File: src/rtl/eth_pkg.sv
// rtl/eth_pkg.sv - shared constants and FSM state type for the MII receive path
// Purpose: nibble codes, broadcast address, CRC-32 constants and the rx FSM enum.
// Ports: none (package).
package eth_pkg;

  localparam logic [3:0]  ETH_PREAMBLE_NIB = 4'h5;
  localparam logic [3:0]  ETH_SFD_NIB      = 4'hD;
  localparam logic [47:0] ETH_BCAST_MAC    = 48'hFFFF_FFFF_FFFF;
  localparam logic [31:0] ETH_CRC_POLY     = 32'h04C1_1DB7;
  localparam logic [31:0] ETH_CRC_RESIDUE  = 32'hC704_DD7B;

  typedef enum logic [2:0] {
    IDLE,
    PREAMBLE,
    DATA,
    DROP,
    WAIT_IDLE
  } rx_state_e;

endpackage

File: src/rtl/eth_crc32_d4.sv
// rtl/eth_crc32_d4.sv - CRC-32 register advanced by one MII nibble per cycle
// Purpose: MSB-first CRC-32 (poly 04C11DB7, init all ones) fed with the bits of
//   each nibble in wire order (d[0] first), so a good frame including its FCS
//   leaves the register at ETH_CRC_RESIDUE.
// Ports:
//   i_clk   in  1   clock
//   i_rst   in  1   synchronous active-low reset (register to all ones)
//   i_init  in  1   reload all ones (start of frame)
//   i_en    in  1   fold i_d into the register this cycle
//   i_d     in  4   data nibble
//   o_crc   out 32  current register value
module eth_crc32_d4
  import eth_pkg::*;
(
  input  logic        i_clk,
  input  logic        i_rst,
  input  logic        i_init,
  input  logic        i_en,
  input  logic [3:0]  i_d,
  output logic [31:0] o_crc
);

  logic [31:0] r_crc;
  logic [31:0] w_crc_nxt;

  always_comb begin
    w_crc_nxt = r_crc;
    for (int i = 0; i < 4; i++) begin
      if (w_crc_nxt[31] ^ i_d[i]) begin
        w_crc_nxt = {w_crc_nxt[30:0], 1'b0} ^ ETH_CRC_POLY;
      end else begin
        w_crc_nxt = {w_crc_nxt[30:0], 1'b0};
      end
    end
  end

  always_ff @(posedge i_clk) begin
    if (!i_rst || i_init) begin
      r_crc <= '1;
    end else if (i_en) begin
      r_crc <= w_crc_nxt;
    end
  end

  assign o_crc = r_crc;

endmodule

File: src/rtl/ethernet_rx.sv
// rtl/ethernet_rx.sv - MII receive path: preamble/SFD hunt, byte assembly, FCS strip
// Purpose: hunts preamble+SFD, assembles bytes low nibble first, streams payload
//   bytes (DA first, FCS stripped via a 4-byte delay line) and flags each frame
//   good/bad at end of frame. Optional CRC check: define ETH_RX_CRC_CHECK_EN.
// Ports:
//   i_clk          in  1   25 MHz MII rx clock
//   i_rst          in  1   synchronous active-low reset
//   i_rx_ctrl      in  1   PHY receive data valid
//   i_phy_rxd      in  4   PHY receive nibble
//   o_dataout      out 8   payload byte
//   o_data_valid   out 1   one-cycle strobe, o_dataout valid
//   o_frame_start  out 1   with o_data_valid of the first byte of a frame
//   o_frame_end    out 1   one-cycle pulse after frame completes or aborts
//   o_frame_ok     out 1   frame verdict, valid only with o_frame_end
//   o_byte_count   out 11  bytes received incl. FCS, held until next SFD
module ethernet_rx
  import eth_pkg::*;
#(
  parameter logic [47:0] LOCAL_MAC       = 48'h00_0A_35_01_02_03,
  parameter int          MIN_FRAME_BYTES = 64,
  parameter int          MAX_FRAME_BYTES = 1518,
  parameter int          PREAMBLE_MIN    = 7
) (
  input  logic        i_clk,
  input  logic        i_rst,
  input  logic        i_rx_ctrl,
  input  logic [3:0]  i_phy_rxd,
  output logic [7:0]  o_dataout,
  output logic        o_data_valid,
  output logic        o_frame_start,
  output logic        o_frame_end,
  output logic        o_frame_ok,
  output logic [10:0] o_byte_count
);

  localparam logic [10:0] CNT_MIN = 11'(MIN_FRAME_BYTES);
  localparam logic [10:0] CNT_MAX = 11'(MAX_FRAME_BYTES);
  localparam logic [10:0] CNT_SAT = 11'(MAX_FRAME_BYTES + 1);
  localparam logic [3:0]  PRE_MIN = 4'(PREAMBLE_MIN);

  rx_state_e   r_state, w_state_nxt;
  logic        r_ctrl_prev;
  logic [3:0]  r_pre_cnt;
  logic        r_nib_phase;
  logic [3:0]  r_lo;
  logic [31:0] r_dly;
  logic [10:0] r_byte_cnt;
  logic        r_uc_ok, r_bc_ok;
  logic [47:0] r_mac_exp;

  logic        w_sfd, w_byte_done, w_end_data, w_end_drop;
  logic [7:0]  w_byte;
  logic [10:0] w_cnt_inc;
  logic        w_len_ok, w_da_ok, w_crc_ok;

  assign w_byte    = {i_phy_rxd, r_lo};
  assign w_cnt_inc = r_byte_cnt + 11'd1;
  assign w_len_ok  = (r_byte_cnt >= CNT_MIN) && (r_byte_cnt <= CNT_MAX);
  assign w_da_ok   = (r_uc_ok || r_bc_ok) && (r_byte_cnt >= 11'd6);

`ifdef ETH_RX_CRC_CHECK_EN
  logic [31:0] w_crc;

  eth_crc32_d4 u_crc (
    .i_clk  (i_clk),
    .i_rst  (i_rst),
    .i_init (w_sfd),
    .i_en   ((r_state == DATA) && i_rx_ctrl),
    .i_d    (i_phy_rxd),
    .o_crc  (w_crc)
  );

  assign w_crc_ok = (w_crc == ETH_CRC_RESIDUE);
`else
  assign w_crc_ok = 1'b1;
`endif

  always_ff @(posedge i_clk) begin
    if (!i_rst) begin
      r_state <= IDLE;
    end else begin
      r_state <= w_state_nxt;
    end
  end

  always_comb begin
    w_state_nxt = r_state;
    w_sfd       = 1'b0;
    w_byte_done = 1'b0;
    w_end_data  = 1'b0;
    w_end_drop  = 1'b0;
    case (r_state)
      IDLE: begin
        // Only a rising rx_ctrl with a preamble nibble starts a frame; a link
        // already busy (e.g. just out of reset) is sat out in WAIT_IDLE.
        if (i_rx_ctrl) begin
          if (!r_ctrl_prev && (i_phy_rxd == ETH_PREAMBLE_NIB)) w_state_nxt = PREAMBLE;
          else                                                 w_state_nxt = WAIT_IDLE;
        end
      end
      PREAMBLE: begin
        if (!i_rx_ctrl) begin
          w_state_nxt = IDLE;
        end else if (i_phy_rxd == ETH_PREAMBLE_NIB) begin
          w_state_nxt = PREAMBLE;
        end else if ((i_phy_rxd == ETH_SFD_NIB) && (r_pre_cnt >= PRE_MIN)) begin
          w_state_nxt = DATA;
          w_sfd       = 1'b1;
        end else begin
          w_state_nxt = WAIT_IDLE;
        end
      end
      DATA: begin
        if (!i_rx_ctrl) begin
          w_state_nxt = IDLE;
          w_end_data  = 1'b1;
        end else if (r_nib_phase) begin
          w_byte_done = 1'b1;
          if (w_cnt_inc == CNT_SAT) w_state_nxt = DROP;
        end
      end
      DROP: begin
        if (!i_rx_ctrl) begin
          w_state_nxt = IDLE;
          w_end_drop  = 1'b1;
        end
      end
      WAIT_IDLE: begin
        if (!i_rx_ctrl) w_state_nxt = IDLE;
      end
      default: w_state_nxt = IDLE;
    endcase
  end

  always_ff @(posedge i_clk) begin
    if (!i_rst) begin
      r_ctrl_prev   <= 1'b1;
      r_pre_cnt     <= 4'd1;
      r_nib_phase   <= 1'b0;
      r_lo          <= 4'd0;
      r_dly         <= 32'd0;
      r_byte_cnt    <= 11'd0;
      r_uc_ok       <= 1'b0;
      r_bc_ok       <= 1'b0;
      r_mac_exp     <= 48'd0;
      o_dataout     <= 8'd0;
      o_data_valid  <= 1'b0;
      o_frame_start <= 1'b0;
      o_frame_end   <= 1'b0;
      o_frame_ok    <= 1'b0;
    end else begin
      r_ctrl_prev   <= i_rx_ctrl;
      o_data_valid  <= 1'b0;
      o_frame_start <= 1'b0;
      o_frame_end   <= 1'b0;
      o_frame_ok    <= 1'b0;

      // The nibble that moves IDLE->PREAMBLE is the first one counted.
      if (r_state == IDLE) begin
        r_pre_cnt <= 4'd1;
      end else if ((r_state == PREAMBLE) && (i_phy_rxd == ETH_PREAMBLE_NIB) && (r_pre_cnt != 4'hF)) begin
        r_pre_cnt <= r_pre_cnt + 4'd1;
      end

      if (w_sfd) begin
        r_byte_cnt  <= 11'd0;
        r_nib_phase <= 1'b0;
        r_dly       <= 32'd0;
        r_uc_ok     <= 1'b1;
        r_bc_ok     <= 1'b1;
        r_mac_exp   <= LOCAL_MAC;
      end

      if ((r_state == DATA) && i_rx_ctrl) begin
        r_nib_phase <= ~r_nib_phase;
        if (!r_nib_phase) r_lo <= i_phy_rxd;
      end

      if (w_byte_done) begin
        r_byte_cnt <= w_cnt_inc;
        r_dly      <= {r_dly[23:0], w_byte};
        if (r_byte_cnt < 11'd6) begin
          r_uc_ok   <= r_uc_ok & (w_byte == r_mac_exp[47:40]);
          r_bc_ok   <= r_bc_ok & (w_byte == ETH_BCAST_MAC[47:40]);
          r_mac_exp <= {r_mac_exp[39:0], 8'h00};
        end
        // Byte k leaves the delay line when byte k+4 completes; the byte that
        // hits the saturation count is not released (frame goes to DROP).
        if ((r_byte_cnt >= 11'd4) && (w_cnt_inc != CNT_SAT)) begin
          o_dataout     <= r_dly[31:24];
          o_data_valid  <= 1'b1;
          o_frame_start <= (r_byte_cnt == 11'd4);
        end
      end

      if (w_end_data) begin
        o_frame_end <= 1'b1;
        o_frame_ok  <= ~r_nib_phase & w_len_ok & w_da_ok & w_crc_ok;
      end

      if (w_end_drop) begin
        o_frame_end <= 1'b1;
      end
    end
  end

  assign o_byte_count = r_byte_cnt;

endmodule

File: config.mk
export PLATFORM = sky130hd
export DESIGN_NAME = ethernet_rx
export DESIGN_NICKNAME = d
export VERILOG_FILES = /design/src/rtl/eth_pkg.sv /design/src/rtl/eth_crc32_d4.sv /design/src/rtl/ethernet_rx.sv
export SDC_FILE = /design/constraint.sdc
export NUM_CORES = 1
export LEC_CHECK = 0
export ABC_CLOCK_PERIOD_IN_PS = 2390
export CAP_MARGIN = 0
export CORE_MARGIN = 1.5
export CORE_UTILIZATION = 25
export CTS_BUF_LIST = sky130_fd_sc_hd__clkbuf_2 sky130_fd_sc_hd__clkbuf_4 sky130_fd_sc_hd__clkbuf_8
export CTS_CLUSTER_SIZE = 30
export DETAILED_ROUTE_END_ITERATION = 10
export DONT_BUFFER_PORTS = 1
export REMOVE_ABC_BUFFERS = 1
export SLEW_MARGIN = 20
export SYNTH_ARGS = -nofsm -noshare
export SYNTH_HDL_FRONTEND = slang
export SYNTH_SLANG_ARGS = --single-unit
File: constraint.sdc
create_clock -name i_clk -period 2.39 [get_ports i_clk]
set_clock_uncertainty 0.05 [all_clocks]
set_input_delay 0.1195 -clock i_clk [delete_from_list [all_inputs] [get_ports i_clk]]
set_output_delay 0.1195 -clock i_clk [all_outputs]
set_load 0.02 [all_outputs]
==> flow_summary.toml <==
[status]
run_status = "finished clean"

[clock_tree]
htreeDepth = 4
clock_insertion_delay_worst_skew_ns = 0.44
path_clk_slew_ns = 0.07
cts_buffers = 17
post_cts.repair.setup_buffers = 0
clock_tree_buf_depth = 2
clock_tree.root_cell = "sky130_fd_sc_hd__clkbuf_8"
tritoncts_clock_tree = "yes"
count_of_clock_tree_sinks = 118

[routing]
avgViaCountPerCell = 4.700
number_of_antenna_violating_nets_in_the_routed_design = 0
via_count = 4056
route.detailed.drc = 0
drt-total-wl_um = 11340
drt_first_pass_iters = 5
first_iter_violations = 315
wl_per_cell_um = 13.14

[yosys]
async_flop_share_pct = 0
synth-warning-count = 0
synth_enable_flop_cells = 0
netlist_instances = 575
syn_area_per_cell_um2 = 8.532
syn-cell-area_um2 = 4906
synth_top_flop_cell = "sky130_fd_sc_hd__dfxtp_1"
synth_cell_types = 59
ys_ff_latch = 118
synth_sequential_area_ratio_pct = 48.15

[finish]
num-nets-final = 596
n_antenna_cell = 0
postLayoutCellArea_um2 = 5796
final_core_utilization_pct = 29.97
layout.cells.most_common_list = "sky130_fd_sc_hd__dfxtp_1 (118), sky130_fd_sc_hd__nand2_1 (68), sky130_fd_sc_hd__nor2_1 (63)"
instances_no_fill = 863
n_fill_cell = 2045
syn_to_final_growth_pct = 18.13
layout_commonest_cell = "sky130_fd_sc_hd__dfxtp_1"
final_layout_size_suffix_gt1_share_pct = 13.71

[sta]
fin_worst_hold_slack_ns = 0.07788
worst_slew_pin_slew_ns = 0.7888
setup-tns-final_ns = 0
min_period_ns = 2.180
report.final.slew_viol_count = 0
finalSetupViolCount = 0
grt_setup_unrepaired = "no"
fmax_mhz = 458.7
timing.final.crit_share_pct = 91.22
timing.final.hold_violations = 0
slew_headroom_pct = 47.36

[power]
vdd_ir_drop_max_v = 0.0002840
leakagePower_nw = 1.979
power_density_nw_per_um2 = 666.9

[die]
fp-row-count = 51
die-height_um = 143.1
placeableCoreArea_um2 = 19330
start_util_pct = 25.37
die_w_um = 143.1
floorplan.io_pins = 30
design.die.area_um2 = 20470

[place]
placed_area_um2 = 5274
post-dp-hpwl_um = 6738
globalplace.congestion = 0.7517
placed_cells_incl_taps = 820
port-buffer-count = 0

[setup_path]
cpMostUsedCell = "sky130_fd_sc_hd__buf_4"
critPathSlowestCell = "sky130_fd_sc_hd__dlygate4sd3_1"
ff2ff_path_depth = 8
crit_path_max_fanout = 11
crit_family = "buffers and inverters"
cp.arrival_ns = 2.50
critical_path.startpoint_type = "register"
crit_required_ns = 2.71
worst_path_largest_cell_delay_ns = 0.56
worstPathBufferInverterCount = 3
path_cells = "nor3b_1 > buf_4 > nand3_1 > buf_4 > o21ai_0 > nand2_1 > dlygate4sd3_1 > a21oi_1"
setup.worst_path.class = "reg2reg"
crit_cells = 8
critical_path.endpoint_type = "register"

[grt]
globalRoute.totalOverflow = 0
largest_net_degree_at_the_start_of_global_routing = 51
gr-usage-all-layers_pct = 11.49
grt_pass1_vias = 3824
antenna_found_initial = 0
wire_length_of_the_first_global_routing_pass_um = 18660

[flow_run]
max_cap_violations = 0

[hold_path]
timing.hold.worst_path_depth = 2
min_delay_path_class = "in2reg"
-- metrics by stage --
step / total power [W] / setup slack [ns]
after floorplan: 0.002043 / -1.421
after global placement: 0.002060 / 0.2282
after detailed placement: 0.002059 / 0.2449
after CTS: 0.003923 / 0.2253
after global routing: 0.004017 / 0.01031
final: 0.003865 / 0.2099
-- synthesized netlist by cell type, drive strengths merged, types with 3 or more instances --
library cell,number,area (µm²)
dfxtp,118,2362
nand2,70,277.8
nor2,64,240.2
a21oi,60,300.3
nand3,51,255.2
a22oi,33,247.7
clkbuf,25,111.4
o21ai,22,113.9
buf,21,125.1
inv,10,37.54
xor2,10,87.58
a311o,8,90.09
and3,8,51.30
o311ai,8,77.58
nand4,7,43.79
nor3,6,30.03
and2,4,25.03
ha,4,50.05
nand2b,4,25.02
nor4,4,31.28
a211oi,3,22.52
nand3b,3,22.52
or3,3,20.02
xnor2,3,26.28
-- layout make-up --
| cell class | count | area [µm²] | area share [%] |
|---|---|---|---|
| clock inverter | 12 | 126.4 | 2.180 |
| multi-input combinational | 400 | 2281 | 39.36 |
| timing repair buffer | 37 | 377.9 | 6.520 |
| clock buffer | 20 | 275.3 | 4.750 |
| sequential | 118 | 2362 | 40.76 |
| inverter | 11 | 41.29 | 0.7124 |
| tap | 265 | 331.6 | 5.721 |
-- registers in the layout (all words and copies together) (netlist names), 3 cells and up --
register,cells
o_dataout,8
r_state,3
r_pre_cnt,4
o_byte_count,11
r_dly,32
r_mac_exp,48
r_lo,4
-- layer usage --
layer / track usage (%) / part of all wire [%]
met1: 14.34 / 47
met2: 17.82 / 46
met3: 4.024 / 4.7
met4: 4.992 / 1.3
met5: 0 / 0
-- cell families after synthesis --
group | Yosys count | share of synthesized area (%)
DFF | 118 | 48.15
buffers and inverters | 57 | 5.662
xor gates and xnor gates | 13 | 2.321
AOI/OAI and AO/OA | 147 | 19.89
muxes | 2 | 0.4336
adders and majority gates | 4 | 1.020
and+or+nand+nor | 234 | 22.52
-- timing repair --
item / in CTS / in global routing
hold endpoints to repair: 39 / 0
hold buffers: 11 / 0
gates resized for setup: 0 / 0
-- final timing paths --
path	slack [ns]	endpoint	start
hold reg to reg	0.38	r_mac_exp[7]	r_mac_exp[7]
setup reg to reg	0.21	o_byte_count[10]	r_state[1]
hold / removal	0.08	r_dly[27]	i_rst
setup / recovery	0.21	o_byte_count[10]	r_state[1]
-- power breakdown --
group          internal, W  switching (W)
combinational    0.0000208      0.0000516
sequential         0.00197     0.00000227
clock              0.00100       0.000820
(Power assumes the default switching activity.)
